[src/rtl/multiword_add_seq_if.sv]
`default_nettype none
// ============================================================================
// Module   : multiword_add_seq_if
// Brief    : Operand/result handshake and 16-bit adder bus for
//            multiword_add_seq. Op_sub exists only when
//            MULTIWORD_ADD_SEQ_SUB_EN is defined.
// Revision : 1.0 - initial release
// ============================================================================
interface multiword_add_seq_if #(
  parameter int WORDS = 4
);
  localparam int W = 16 * WORDS;

  // upstream operand handshake
  logic         In_valid;
  logic         In_ready;
  logic [W-1:0] Op_A;
  logic [W-1:0] Op_B;
  logic         Op_Cin;
`ifdef MULTIWORD_ADD_SEQ_SUB_EN
  logic         Op_sub;
`endif
  // external combinational 16-bit adder
  logic [15:0]  Add_A;
  logic [15:0]  Add_B;
  logic         Add_Cin;
  logic [15:0]  Add_S;
  logic         Add_Cout;
  // downstream result handshake
  logic         Out_valid;
  logic         Out_ready;
  logic [W-1:0] Sum;
  logic         Cout;
  logic         Overflow;

  // sequencer side
  modport slave (
    input  In_valid, Op_A, Op_B, Op_Cin,
`ifdef MULTIWORD_ADD_SEQ_SUB_EN
    input  Op_sub,
`endif
    input  Add_S, Add_Cout, Out_ready,
    output In_ready, Add_A, Add_B, Add_Cin,
    output Out_valid, Sum, Cout, Overflow
  );

  // environment side: operand source, adder and result sink
  modport master (
    output In_valid, Op_A, Op_B, Op_Cin,
`ifdef MULTIWORD_ADD_SEQ_SUB_EN
    output Op_sub,
`endif
    output Add_S, Add_Cout, Out_ready,
    input  In_ready, Add_A, Add_B, Add_Cin,
    input  Out_valid, Sum, Cout, Overflow
  );
endinterface
`default_nettype wire

[src/rtl/multiword_add_seq.sv]
`default_nettype none
// ============================================================================
// Module   : multiword_add_seq
// Brief    : Performs a (16*WORDS)-bit add by driving an external 16-bit
//            combinational adder one slice per cycle, LSB slice first,
//            with the carry rippled through a register.
//            Optional: MULTIWORD_ADD_SEQ_SUB_EN adds Op_sub (A-B mode).
// Revision : 1.0 - initial release
// ============================================================================
module multiword_add_seq #(
  parameter int WORDS = 4
) (
  input  logic                Clk,
  input  logic                Rst_n,
  multiword_add_seq_if.slave  bus
);
  localparam int W     = 16 * WORDS;
  localparam int IDX_W = (WORDS > 1) ? $clog2(WORDS) : 1;
  localparam logic [IDX_W-1:0] LAST_IDX = IDX_W'(WORDS - 1);

  typedef enum logic [1:0] {
    S_IDLE = 2'd0,
    S_RUN  = 2'd1,
    S_DONE = 2'd2
  } state_t;

  state_t           state_q, state_d;
  logic [IDX_W-1:0] idx_q,   idx_d;
  logic             carry_q, carry_d;
  logic [W-1:0]     a_q,     a_d;
  logic [W-1:0]     b_q,     b_d;
  logic [W-1:0]     sum_q,   sum_d;
  logic             cout_q,  cout_d;
  logic             ovf_q,   ovf_d;
`ifdef MULTIWORD_ADD_SEQ_SUB_EN
  logic             sub_q,   sub_d;
`endif

  logic [15:0] add_a;
  logic [15:0] add_b;
  logic        add_cin;
  logic        in_ready;
  logic        out_valid;

  // Next-state, datapath updates and handshake/adder outputs
  always_comb begin
    state_d   = state_q;
    idx_d     = idx_q;
    carry_d   = carry_q;
    a_d       = a_q;
    b_d       = b_q;
    sum_d     = sum_q;
    cout_d    = cout_q;
    ovf_d     = ovf_q;
`ifdef MULTIWORD_ADD_SEQ_SUB_EN
    sub_d     = sub_q;
`endif
    add_a     = '0;
    add_b     = '0;
    add_cin   = 1'b0;
    in_ready  = 1'b0;
    out_valid = 1'b0;

    case (state_q)
      S_IDLE: begin
        in_ready = 1'b1;
        if (bus.In_valid) begin
          a_d     = bus.Op_A;
          b_d     = bus.Op_B;
          idx_d   = '0;
          state_d = S_RUN;
`ifdef MULTIWORD_ADD_SEQ_SUB_EN
          sub_d   = bus.Op_sub;
          // subtraction is A + ~B + 1, so the initial carry is forced high
          carry_d = bus.Op_sub ? 1'b1 : bus.Op_Cin;
`else
          carry_d = bus.Op_Cin;
`endif
        end
      end

      S_RUN: begin
        add_a = a_q[16*int'(idx_q) +: 16];
`ifdef MULTIWORD_ADD_SEQ_SUB_EN
        add_b = sub_q ? ~b_q[16*int'(idx_q) +: 16] : b_q[16*int'(idx_q) +: 16];
`else
        add_b = b_q[16*int'(idx_q) +: 16];
`endif
        add_cin = carry_q;
        sum_d[16*int'(idx_q) +: 16] = bus.Add_S;
        carry_d = bus.Add_Cout;
        if (idx_q == LAST_IDX) begin
          cout_d  = bus.Add_Cout;
          // A^B^S on the top bit recovers the carry into bit 15
          ovf_d   = add_a[15] ^ add_b[15] ^ bus.Add_S[15] ^ bus.Add_Cout;
          idx_d   = '0;
          state_d = S_DONE;
        end else begin
          idx_d = idx_q + IDX_W'(1);
        end
      end

      S_DONE: begin
        out_valid = 1'b1;
        if (bus.Out_ready) begin
          state_d = S_IDLE;
        end
      end

      default: begin
        state_d = S_IDLE;
      end
    endcase
  end

  // State and datapath registers with synchronous active-low reset
  always_ff @(posedge Clk) begin
    if (!Rst_n) begin
      state_q <= S_IDLE;
      idx_q   <= '0;
      carry_q <= 1'b0;
      a_q     <= '0;
      b_q     <= '0;
      sum_q   <= '0;
      cout_q  <= 1'b0;
      ovf_q   <= 1'b0;
`ifdef MULTIWORD_ADD_SEQ_SUB_EN
      sub_q   <= 1'b0;
`endif
    end else begin
      state_q <= state_d;
      idx_q   <= idx_d;
      carry_q <= carry_d;
      a_q     <= a_d;
      b_q     <= b_d;
      sum_q   <= sum_d;
      cout_q  <= cout_d;
      ovf_q   <= ovf_d;
`ifdef MULTIWORD_ADD_SEQ_SUB_EN
      sub_q   <= sub_d;
`endif
    end
  end

  assign bus.In_ready  = in_ready;
  assign bus.Out_valid = out_valid;
  assign bus.Add_A     = add_a;
  assign bus.Add_B     = add_b;
  assign bus.Add_Cin   = add_cin;
  assign bus.Sum       = sum_q;
  assign bus.Cout      = cout_q;
  assign bus.Overflow  = ovf_q;

endmodule
`default_nettype wire

[src/flat_wrapper.sv]
// flat-port wrapper written by rule: the top's interface ports become plain ports
module multiword_add_seq_flat 
#(
  parameter int WORDS = 4
)
  (Clk, Rst_n, bus_In_valid, bus_Op_A, bus_Op_B, bus_Op_Cin, bus_Add_S, bus_Add_Cout, bus_Out_ready, bus_In_ready, bus_Add_A, bus_Add_B, bus_Add_Cin, bus_Out_valid, bus_Sum, bus_Cout, bus_Overflow);
  multiword_add_seq_if #(.WORDS(WORDS)) bus_i ();
  input  logic Clk;
  input  logic Rst_n;
  input wire logic [$bits(bus_i.In_valid)-1:0] bus_In_valid;
  input wire logic [$bits(bus_i.Op_A)-1:0] bus_Op_A;
  input wire logic [$bits(bus_i.Op_B)-1:0] bus_Op_B;
  input wire logic [$bits(bus_i.Op_Cin)-1:0] bus_Op_Cin;
  input wire logic [$bits(bus_i.Add_S)-1:0] bus_Add_S;
  input wire logic [$bits(bus_i.Add_Cout)-1:0] bus_Add_Cout;
  input wire logic [$bits(bus_i.Out_ready)-1:0] bus_Out_ready;
  output wire logic [$bits(bus_i.In_ready)-1:0] bus_In_ready;
  output wire logic [$bits(bus_i.Add_A)-1:0] bus_Add_A;
  output wire logic [$bits(bus_i.Add_B)-1:0] bus_Add_B;
  output wire logic [$bits(bus_i.Add_Cin)-1:0] bus_Add_Cin;
  output wire logic [$bits(bus_i.Out_valid)-1:0] bus_Out_valid;
  output wire logic [$bits(bus_i.Sum)-1:0] bus_Sum;
  output wire logic [$bits(bus_i.Cout)-1:0] bus_Cout;
  output wire logic [$bits(bus_i.Overflow)-1:0] bus_Overflow;
  assign bus_i.In_valid = bus_In_valid;
  assign bus_i.Op_A = bus_Op_A;
  assign bus_i.Op_B = bus_Op_B;
  assign bus_i.Op_Cin = bus_Op_Cin;
  assign bus_i.Add_S = bus_Add_S;
  assign bus_i.Add_Cout = bus_Add_Cout;
  assign bus_i.Out_ready = bus_Out_ready;
  assign bus_In_ready = bus_i.In_ready;
  assign bus_Add_A = bus_i.Add_A;
  assign bus_Add_B = bus_i.Add_B;
  assign bus_Add_Cin = bus_i.Add_Cin;
  assign bus_Out_valid = bus_i.Out_valid;
  assign bus_Sum = bus_i.Sum;
  assign bus_Cout = bus_i.Cout;
  assign bus_Overflow = bus_i.Overflow;
  multiword_add_seq #(.WORDS(WORDS)) u_core (.Clk(Clk), .Rst_n(Rst_n), .bus(bus_i));
endmodule
[config.mk]
export PLATFORM = sky130hd
export DESIGN_NAME = multiword_add_seq_flat
export DESIGN_NICKNAME = d
export VERILOG_FILES = /design/src/rtl/multiword_add_seq_if.sv /design/src/rtl/multiword_add_seq.sv /design/src/flat_wrapper.sv
export SDC_FILE = /design/constraint.sdc
export NUM_CORES = 1
export LEC_CHECK = 0
export CAP_MARGIN = 0
export CELL_PAD_IN_SITES_DETAIL_PLACEMENT = 0
export CELL_PAD_IN_SITES_GLOBAL_PLACEMENT = 1
export CORE_MARGIN = 3
export CORE_UTILIZATION = 38
export CTS_BUF_LIST = sky130_fd_sc_hd__clkbuf_8 sky130_fd_sc_hd__clkbuf_16
export DETAILED_ROUTE_END_ITERATION = 6
export PLACE_DENSITY_LB_ADDON = 0.1
export REMOVE_ABC_BUFFERS = 1
export SYNTH_ARGS = -nofsm -noshare
export SYNTH_HDL_FRONTEND = slang
export SYNTH_SLANG_ARGS = --single-unit
[constraint.sdc]
create_clock -name Clk -period 7.2 [get_ports Clk]
set_clock_uncertainty 0.2 [all_clocks]
set_input_delay 0.72 -clock Clk [delete_from_list [all_inputs] [get_ports Clk]]
set_output_delay 0.72 -clock Clk [all_outputs]
set_load 0.02 [all_outputs]
After elaboration in Yosys (flattened, before gate mapping)
Cells that the tools add are included.
- register bits: 199
- input port bits: 150
- output and inout bits: 101
- logic and storage cells: 44
- add/sub/neg operators: 2
- eq/ne operators: 6
- shift-type cells: 4
- muxes and demuxes: 15
- bitwise gates (word level): 3
- reductions and logical operators: 6
- operators by type and width (operator ; number):
    $shiftx 64x7->16 ; 2
    $bwmux 64 ; 1
    $shift 16x33->64 const A ; 1
    $shiftx 16x33->64 ; 1
    $neg 6->33 ; 1
    $mux 16 ; 2
    $mux 2 ; 5
    $pmux 2 s3 ; 1
    $reduce_and 2->1 ; 3
    $eq 2x2->1 const B ; 2
    $mux 1 ; 4
    $ne 2x2->1 const B ; 2
    $pmux 2 s2 ; 1
    $reduce_and 3->1 ; 1
    $xor 1x1->1 ; 3
    $add 2x1->2 const B ; 1
    $eq 2x1->1 const B ; 1
    $logic_not 2->1 ; 1
    $ne 2x1->1 const B ; 1
    $pmux 1 s2 ; 1
    $reduce_bool 2->1 ; 1

Logic depth before layout (Yosys ltp)
- depth after elaboration: 4
- depth in mapped cells: 9
- gate-level depth less buffers: 5

Least setup slack after synthesis
No wires, ideal clock.
- path kind: register to register
- start: register u_core.idx_q[1]
- end: register u_core.sum_q[53] (netlist: u_core.bus.Sum[53])
- setup time: 76 ps
- data arrival time: 2218 ps
- data required time: 6924 ps
- path slack: 4706 ps
- stages on the path, launching flop included: 10
- path buffers: 4
- period minus slack after synthesis: 2494 ps
- cell sequence: dfxtp_1 -> buf_2 -> buf_1 -> inv_1 -> ha_1 -> buf_2 -> nor4b_4 -> buf_4 -> nand3_1 -> a21boi_0
- cells in the longest elaborated chain, start to end: 3
- elaborated cells between the ends (all ways): 4
- those cells by class: add/sub: 1; shift: 2; mux: 1
- ends and longest elaborated chain (element ; line ; text):
    start: declaration ; multiword_add_seq.sv:28 ; logic [IDX_W-1:0] idx_q, idx_d;
    start signal: assignment ; multiword_add_seq.sv:132 ; idx_q <= idx_d;
    $neg 6->33 (*) ; multiword_add_seq.sv:90 ; sum_d[16*int'(idx_q) +: 16] = bus.Add_S;
    $shiftx 16x33->64 or $shift 16x33->64 (tied branches) ; multiword_add_seq.sv:90 ;
    $bwmux 64 (*) ; multiword_add_seq.sv:90 ;
    end signal: assignment ; multiword_add_seq.sv:136 ; sum_q <= sum_d;
    end: declaration ; multiword_add_seq.sv:32 ; logic [W-1:0] sum_q, sum_d;
Every way passes the cells marked *; elsewhere a longest branch is shown, timed or not.
A chain may end at the register's enable or synchronous reset.

Worst setup path after layout
- start: register u_core.idx_q[0]
- end: output port bus_Add_B[14]
- cells in the longest elaborated chain, start to end: 2
- ends and longest elaborated chain (element ; line ; text):
    $shiftx 64x7->16 ; multiword_add_seq.sv:87 ; add_b = b_q[16*int'(idx_q) +: 16];
    $mux 16 ; multiword_add_seq.sv:64 ; case (state_q)
    end: declaration ; flat_wrapper.sv:19 ; output wire logic [$bits(bus_i.Add_B)-1:0] bus_Add_B;
No other way between the ends.

==> metrics.csv <==
metric,value,unit
dpl_cell_area,11300,µm²
tritoncts,yes,
ys_ff_latch,199,
drc_errors,0,
pwr-share-clk,37.9,%
hold_path_depth,2,
yosysMostFrequentCell,nand2_1,
cts_max_path_buffers,2,
grt-ovfl-total,0,
worstSetupStartpointType,register,
dieHeight,158,µm
netlist_top_cells_count,"nand2_1 (322), dfxtp_1 (199), a21boi_0 (138)",
wire_per_inst,16.5,µm
cts_made_buffers,17,
clkSinkCount,199,
slew_headroom,23.7,%
drtIter0Drc,427,
worstPathMaxFanout,23,
internal-power,0.00180,W
layout.nets,1320,
post-route-period-util,55.5,%
hold_ws,0.251,ns
p_sw_share,26.0,%
critPathCaptureType,output pin,
drt_pass1_iterations,4,
initial_core_util,39.3,%
grt_pass1_vias,6991,
synth.avg_cell_area,8.98,µm²
path_clk_slew,0.07,ns
synth.top_cell.area_share,45.6,%
viasPerCell,4.98,
slowest_stage,dfxtp_2,
synth-main-ff-cell,dfxtp_1,
p_comb_share,13.8,%
ir_drop,0.000161,V
gp_congestion,0.756,
cts_setup_buffers,0,
arrival,3.08,ns
antenna_found_initial,0,
setup_viol,0,
path_cells,"buf_4, mux4_2, and2_1, clkdlybuf4s50_1",
crit_type,register to output pin,
cts_resized,0,
root_buffer,clkbuf_16,
max_freq,250,MHz
ys.warnings.count,0,
hold_viol,0,
slew_violations,0,
synth_edf_count,0,
dieWidth,158,µm
netSwitchingPower,0.000635,W
max_stage_delay,0.81,ns
syn_inst,973,
postCtsHoldBufs,0,
n_fill_cell,2158,
hpwl,15900,µm
finalWirelength,24000,µm
hp-class,register to register,
fin_crit,4.00,ns
fp.coreArea,22200,µm²
grtUsageTotal,19.1,%
stdcell_area,11800,µm²
clkLatencyLatePin,0.42,ns
yosys-top-cells-area,"dfxtp_1 (46%), nand2_1 (14%), a21boi_0 (12%), mux4_2 (8.2%), a21boi_1 (5.0%)",
synth_area,8740,µm²
detail-route-antenna-nets,0,
p_leak,4.12,nW
io_pins,251,
maxCapViolCount,0,
crit_required,6.28,ns
drive_gt1_share,6.97,%
grt_pass1_wl,37600,µm
vias,7250,
p_seq_share,48.3,%
fp.dieArea,24800,µm²
h-tree-depth,4,
num_rows,54,
rsz0062_at_grt,no,
reg2reg_depth,6,
yosysTopAreaCell,dfxtp_1,
synthArstFlopShare,0,%
setup_tns,0,ns
grt_max_degree,109,
antenna_cells,0,
cellPowerDensity,206,nW/µm²
io_buffers,250,
synth.distinct_cells,33,
outcome,completed,
seq_area_frac_synth,45.6,%
worstMarginPinSlew,1.15,ns
area_growth,35.2,%
## power groups by stage
stage | Clock [W] | Combinational (W) | Sequential (W)
floorplan | 0 | 0.000158 | 0.00121
global placement | 0 | 0.000339 | 0.00120
detailed placement | 0 | 0.000340 | 0.00120
CTS | 0.000947 | 0.000341 | 0.00118
global route | 0.000993 | 0.000368 | 0.00119
finish | 0.000924 | 0.000336 | 0.00118
## final timing paths
| check | from | endpoint | slack (ns) |
|---|---|---|---|
| max | u_core.idx_q[0] | bus_Add_B[14] | 3.20 |
| min | u_core.b_q[55] | u_core.b_q[55] | 0.25 |
| min reg2reg | u_core.b_q[55] | u_core.b_q[55] | 0.25 |
| max reg2reg | u_core.idx_q[0] | u_core.bus.Sum[12] | 3.22 |
## state kept, by name, summed over array words and instances, names as in the netlist
signal,count
u_core.bus.Cout,1
u_core.state_q,2
u_core.bus.Overflow,1
u_core.idx_q,2
u_core.a_q,64
u_core.bus.Sum,64
u_core.b_q,64
u_core.carry_q,1
## stage by stage
step | cells | util (%) | power (W) | setup WS, ns
5_1_grt | 1457 | 53.1 | 0.00255 | 2.79
2_1_floorplan | 887 | - | 0.00137 | 2.25
6_report | 1457 | 53.1 | 0.00244 | 3.20
3_3_place_gp | 1425 | 50.6 | 0.00154 | 3.24
3_5_place_dp | 1425 | 50.6 | 0.00154 | 3.15
4_1_cts | 1457 | 53.1 | 0.00247 | 3.10
## cell type report
class / instances / area, µm² / area share (%)
Clock buffer: 17 / 425 / 3.60
Clock inverter: 15 / 130 / 1.10
Inverter: 3 / 11.3 / 0.0953
Multi-Input combinational cell: 685 / 4350 / 36.8
Sequential cell: 199 / 3990 / 33.8
Tap cell: 280 / 350 / 2.97
Timing Repair Buffer: 258 / 2560 / 21.7
## critical path: cells and delay by family, from the launching register on
kind / cells / cell delay, ns
and+or+nand+nor: 1 / 0.20
muxes: 1 / 0.56
DFF: 1 / 0.81
buffers and inverters: 2 / 1.06
## kinds of logic (layout without fill, tap and decap cells)
group                      Yosys count  after routing  synth area share (%)
xor gates and xnor gates             2              2                 0.358
DFF                                199            199                  45.6
buffers and inverters               89            293                  4.76
AOI/OAI and AO/OA                  201            201                  17.2
and+or+nand+nor                    443            443                  22.9
muxes                               33             33                  8.36
adders and majority gates            6              6                 0.859
## cell usage in the layout, fill, tap and decap left out, drive strengths merged
master	count
nand2	322
clkdlybuf4s50	249
dfxtp	199
a21boi	196
nand3	36
and2	34
mux4	32
nand4	32
clkbuf	17
inv	11
buf	9
ha	6
nand3b	4
clkinvlp	4
and3b	3
nor2b	3
nor3b	3
nor4b	2
o21ai	2
clkinv	2
nor2	1
or3b	1
nand2b	1
mux2i	1
and2b	1
a22oi	1
o21a	1
xor2	1
xnor3	1
a21oi	1
bufinv	1
## routing by layer
metal / up-vias / part of all wire [%] / wire length [µm] / track usage [%]
li1: 3666 / - / - / -
met1: 3374 / 47 / 11300 / 26.7
met2: 198 / 46 / 11000 / 29.7
met3: 12 / 6.0 / 1450 / 4.92
met4: 0 / 0.93 / 223 / 4.38
met5: - / 0 / 0 / 0
Power figures use the tool's default switching activity.
